===== src/rtl/pipe_ctrl.sv =====
// pipe_ctrl: central stall/flush controller for the five-stage core.
// Merges stall requests, gates branch flush, tracks wrong-path fetch drain.
module pipe_ctrl #(
  parameter int CNT_W = 32
) (
  input  logic             clk,
  input  logic             rst,
  input  logic             if_stall_req,
  input  logic             id_stall_req,
  input  logic             mem_stall_req,
  input  logic             ex_b_flag_i,
  input  logic             if_busy,
  input  logic             if_resp_valid,
  output logic [5:0]       stall_state,
  output logic             flush_o,
  output logic             discard_o,
  output logic             drain_o,
  output logic [CNT_W-1:0] stall_cycles,
  output logic [CNT_W-1:0] flush_count
);

  typedef enum logic {
    RUN   = 1'b0,
    DRAIN = 1'b1
  } state_t;

  state_t state, state_nxt;
  logic   in_drain;

  assign in_drain = (state == DRAIN);

  // OR of nested stall masks; MEM dominates, then ID, then IF/DRAIN
  always_comb begin
    stall_state = 6'b000000;
    if (if_stall_req || in_drain)
      stall_state = stall_state | 6'b000001;
    if (id_stall_req)
      stall_state = stall_state | 6'b000011;
    if (mem_stall_req)
      stall_state = stall_state | 6'b001111;
  end

  // flush only when the branch actually leaves EX
  assign flush_o   = ex_b_flag_i & ~stall_state[3];
  assign discard_o = in_drain;
  assign drain_o   = in_drain;

  // next state: enter DRAIN on an outstanding wrong-path fetch
  always_comb begin
    state_nxt = state;
    unique case (state)
      RUN: begin
        if (flush_o && if_busy && !if_resp_valid)
          state_nxt = DRAIN;
      end
      DRAIN: begin
        if (if_resp_valid)
          state_nxt = RUN;
      end
      default: state_nxt = RUN;
    endcase
  end

  // state register
  always_ff @(posedge clk or posedge rst) begin
    if (rst)
      state <= RUN;
    else
      state <= state_nxt;
  end

  // wrapping performance counters
  always_ff @(posedge clk or posedge rst) begin
    if (rst) begin
      stall_cycles <= '0;
      flush_count  <= '0;
    end else begin
      if (stall_state != 6'b000000)
        stall_cycles <= stall_cycles + 1'b1;
      if (flush_o)
        flush_count <= flush_count + 1'b1;
    end
  end

endmodule

===== config.mk =====
export PLATFORM = sky130hd
export DESIGN_NAME = pipe_ctrl
export DESIGN_NICKNAME = d
export VERILOG_FILES = /design/src/rtl/pipe_ctrl.sv
export SDC_FILE = /design/constraint.sdc
export NUM_CORES = 1
export LEC_CHECK = 0
export ABC_AREA = 0
export CAP_MARGIN = 20
export CORE_MARGIN = 3
export CORE_UTILIZATION = 42
export DETAILED_ROUTE_END_ITERATION = 7
export GPL_TIMING_DRIVEN = 0
export PLACE_DENSITY = 0.71
export SLEW_MARGIN = 20
export SYNTH_ARGS = -nofsm -noshare
export SYNTH_HDL_FRONTEND = slang
export SYNTH_SLANG_ARGS = --single-unit

===== constraint.sdc =====
create_clock -name clk -period 3.16 [get_ports clk]
set_input_delay 0.948 -clock clk [delete_from_list [all_inputs] [get_ports clk]]
set_output_delay 0.948 -clock clk [all_outputs]
set_load 0.01 [all_outputs]

---- Word level (Yosys, flattened, before mapping) ----
Index checks and enable logic that the tools add are counted.
operators by class
  add/sub/neg operators ................... 2
  div/mod/pow operators ................... 0
  order comparisons ....................... 0
  shifts and indexed selects .............. 0
  equality and inequality tests ........... 0
  multiplexer cells ....................... 6
  multipliers ............................. 0
  reduce and logical (&&, ||, !) cells .... 5
  bitwise operators ....................... 3
operators with widths
  kind                                                             number
  32-bit by 1-bit adder with 32-bit output, second input constant  2
  6-bit nonzero test                                               1
  4-bit 2-to-1 mux                                                 1
  1-bit 2-to-1 mux                                                 3
  1-bit logical AND                                                2
  2-bit 2-to-1 mux                                                 1
  1-bit inverter                                                   2
  1-bit case mux with 2 select lines                               1
  1-bit bitwise AND                                                1
  1-bit logical NOT                                                1
  1-bit logical OR                                                 1
storage, ports and cells
  bits of input ports ..................... 8
  bits in registers ....................... 65
  memory bits (writable) .................. 0
  memories kept ........................... 0
  ROM bits ................................ 0
  bits in latches ......................... 0

---- Depth between registers and ports, before layout ----
  depth in word-level cells ............... 10
  gate-level depth with buffers ........... 6
  mapped depth without buffers ............ 5

---- Worst setup path after synthesis ----
No wires, ideal clock.
  kind .................................... input to output
  start ................................... in if_stall_req
  end ..................................... out stall_state[0]
  arrival time ............................ 1.648 ns
  stages on the path ...................... 2
  slack ................................... 0.564 ns
  path through ............................ nor4_4 inv_1
between the ends
  longest elaborated chain between the ends .. 4
RTL lines
  element           RTL line  RTL
  from (decl)       8         input logic if_stall_req,
  1-bit logical OR  35        if (if_stall_req || in_drain)
  1-bit 2-to-1 mux  35
  2-bit 2-to-1 mux  37        if (id_stall_req)
  4-bit 2-to-1 mux  39        if (mem_stall_req)
  to (decl)         14        output logic [5:0] stall_state,
No other way between the ends.

---- Worst setup path after layout ----
  start ................................... in id_stall_req
  end ..................................... out stall_state[0]
between the ends
  longest elaborated chain between the ends .. 2
RTL lines
  element           RTL line  RTL
  from (decl)       9         input logic id_stall_req,
  2-bit 2-to-1 mux  37
  4-bit 2-to-1 mux  39
No other way between the ends.

==> impl_metrics.env <==
export IMPL_final_util_pct=60.9
export IMPL_clk_path_buf_depth=2
export IMPL_htree_levels=3
export IMPL_reg2regPathDepth=4
export IMPL_drc=0
export IMPL_relSlewSlack_pct=48.8
export IMPL_powerDensity_nw_per_um2=563
export IMPL_ys_ff_latch=65
export IMPL_hold_viol=0
export IMPL_min_period_over_period_pct=96.1
export IMPL_vdd_drop_max_v=0.000374
export IMPL_reg2reg_setup_slack_ps=1220
export IMPL_die_x_um=91.3
export IMPL_grt_pass1_wl_um=11000
export IMPL_drt_iter0_drc=64
export IMPL_start_util_pct=44.0
export IMPL_die_area_um2=8340
export IMPL_cts_buffers=9
export IMPL_gp_congestion=0.753
export IMPL_synthCells=265
export IMPL_cp_arrival_ps=2090
export IMPL_cts_tree="built"
export IMPL_viasPerCell=5.00
export IMPL_wl_um=6360
export IMPL_worstSetupPathType="input pin to output port"
export IMPL_io_buffers=78
export IMPL_grt_max_degree=34
export IMPL_rsz0062_at_grt="false"
export IMPL_place_area_um2=3990
export IMPL_grt_pass1_vias=2235
export IMPL_cp_required_ps=2210
export IMPL_layout_drive_gt1_share_pct=10.5
export IMPL_tightest_slew_ps=762
export IMPL_cp_startpoint="id_stall_req"
export IMPL_grt_overflow_total=0
export IMPL_wire_per_inst_um=13.9
export IMPL_r2r_end="flush_count[27]"
export IMPL_track_usage_pct=16.4
export IMPL_ys_async_sr_fraction_pct=100
export IMPL_cts_reportedPaths_clkPinSlew_ps=70
export IMPL_clk_latency_ps=330
export IMPL_synth_edf_count=0
export IMPL_finalSetupViolCount=0
export IMPL_final_max_slew_viol_count=0
export IMPL_synth_common_cells="dfrtp_1 (65), xnor2_1 (52), nand2_1 (27)"
export IMPL_cts_sinks=65
export IMPL_clock_skew_ps=5.24
export IMPL_dp_hpwl_um=4640
export IMPL_antenna_found_initial=0
export IMPL_maxCapViolations=0
export IMPL_core_um2=6940
export IMPL_fin_crit_ps=3040
export IMPL_yosys_cell_count_top_type="dfrtp_1"
export IMPL_area_growth_syn_to_layout_pct=38.4
export IMPL_hp_class="flop to flop"
export IMPL_core_rowCount=30
export IMPL_ys_seq_area_share_pct=53.2
export IMPL_ant_nets=0
export IMPL_synth_top_cell_area_share_pct=53.2
export IMPL_ys_top_cells_by_area="dfrtp_1 (53%), xnor2_1 (15%), nand4_1 (4.9%)"
export IMPL_startpoint_type="input pin"
export IMPL_endpoint="stall_state[0]"
export IMPL_placed_cells=441
export IMPL_vias=2292
export IMPL_fin_cells=458
export IMPL_synth_flop_cell="dfrtp_1"
export IMPL_final_nets=367
export IMPL_stdcell_area_um2=4230
export IMPL_hold_slack_ps=467
export IMPL_status="finished, final reports clean"
export IMPL_fmax_mhz=329
export IMPL_root_buffer="clkbuf_8"
export IMPL_num_antenna_cells=0
export IMPL_regArea_um2=1630
export IMPL_worst_path_max_fanout=5
export IMPL_synth_top_area_cell="dfrtp_1"
export IMPL_p_leak_nw=1.75
export IMPL_cp_end_kind="output port"
export IMPL_total_power_mw=2.38
export IMPL_fp_dieH_um=91.3
export IMPL_firstDrtPassIters=4
export IMPL_ys_warn_count=0
export IMPL_yosys_cell_types_count=31
export IMPL_multi_input_area_um2=1360
export IMPL_ioPinCount=81
export IMPL_netlist_area_um2=3060
export IMPL_r2r_start="flush_count[4]"
export IMPL_fillers=596
export IMPL_syn_avg_cell_area_um2=11.5
==> flip-flops by register name, indices dropped and copies added, names as in the netlist <==
register and flops:
stall_cycles 32, flush_count 32, discard_o 1
==> layer usage <==
| metal | up-vias | GRT usage, % | part of all wire [%] |
|---|---|---|---|
| met5 | - | 0 | 0 |
| met4 | 0 | 7.54 | 1.7 |
| li1 | 1108 | - | - |
| met3 | 9 | 3.48 | 3.7 |
| met1 | 1117 | 22.5 | 49 |
| met2 | 58 | 24.8 | 46 |
==> power breakdown <==
part           internal, mW  total (mW)  leakage (nW)  switching, mW
clock                 0.509       0.818         0.123          0.309
sequential            0.931        1.08         0.853          0.151
combinational         0.280       0.481         0.776          0.201
total                  1.72        2.38          1.75          0.662
==> layout make-up <==
class	instances	share of cell area [%]
tap	96	2.84
sequential	65	38.4
buffer	8	1.39
timing repair buffer	80	19.1
clock buffer	12	3.90
inverter	4	0.414
multi-input combinational	189	32.2
clock inverter	4	1.74
==> critical path, stage by stage <==
cell	delay, ps
clkdlybuf4s50_1	450
nor4_4	250
inv_1	130
dlygate4sd2_1	310
==> cells by family after synthesis <==
kind of cell    share of synthesized area, %
other cells                            0.123
flops                                   53.2
simple gates                            25.2
xor+xnor                                17.8
compound gates                         0.164
fa+ha+maj                              0.818
mux                                    0.368
buf+inv                                 2.37
==> cells in the final DEF, fill, tap and decap left out <==
| master | count |
|---|---|
| buf_12 | 1 |
| nor2_1 | 9 |
| nand2_1 | 27 |
| and2_1 | 3 |
| nor2b_1 | 1 |
| clkinv_4 | 1 |
| and3_1 | 11 |
| xnor2_1 | 52 |
| nor4_1 | 1 |
| or3_1 | 1 |
| clkbuf_8 | 12 |
| nand4_1 | 24 |
| conb_1 | 2 |
| clkinv_2 | 1 |
| dfrtp_1 | 65 |
| buf_2 | 1 |
| nor4b_1 | 1 |
| nor3_1 | 5 |
| buf_6 | 1 |
| nor4_4 | 5 |
| nand4b_1 | 1 |
| nor4_2 | 3 |
| dlygate4sd2_1 | 3 |
| clkbuf_2 | 1 |
| ha_1 | 2 |
| bufinv_16 | 2 |
| buf_4 | 6 |
| clkdlybuf4s50_1 | 74 |
| or2_2 | 1 |
| nand2b_1 | 1 |
| inv_1 | 3 |
| inv_4 | 1 |
| nand3b_1 | 1 |
| nand3_1 | 18 |
| nand4_4 | 1 |
| xor2_1 | 10 |
| mux2_2 | 1 |
| dlymetal6s2s_1 | 1 |
| a21oi_1 | 1 |
| and4_1 | 7 |
==> how the worst min path moves through the flow <==
| stage | cells past startpoint | from | to | slack [ps] |
|---|---|---|---|---|
| finish | 1 | flush_count[31] | flush_count[31] | 470 |
| global route | 1 | flush_count[31] | flush_count[31] | 490 |
| CTS | 1 | flush_count[31] | flush_count[31] | 480 |
| detailed placement | 1 | flush_count[31] | flush_count[31] | 460 |
| global placement | 1 | stall_cycles[31] | stall_cycles[31] | 460 |
| floorplan | 1 | flush_count[31] | flush_count[31] | 510 |
==> stage by stage <==
stage	setup TNS (ps)	setup WS (ps)
floorplan	0	564
global placement	-36790	-553
detailed placement	-1060	-567
CTS	0	6.32
global route	0	45.9
finish	0	124
==> timing repair <==
item                       4_1_cts  5_1_grt
pin swaps                        1        0
hold buffers                     0        0
gates cloned                     0        0
setup buffers                    1        0
gates resized for setup          4        1
setup endpoints to repair        5        1
No activity file was read; power rests on OpenSTA's default activity.
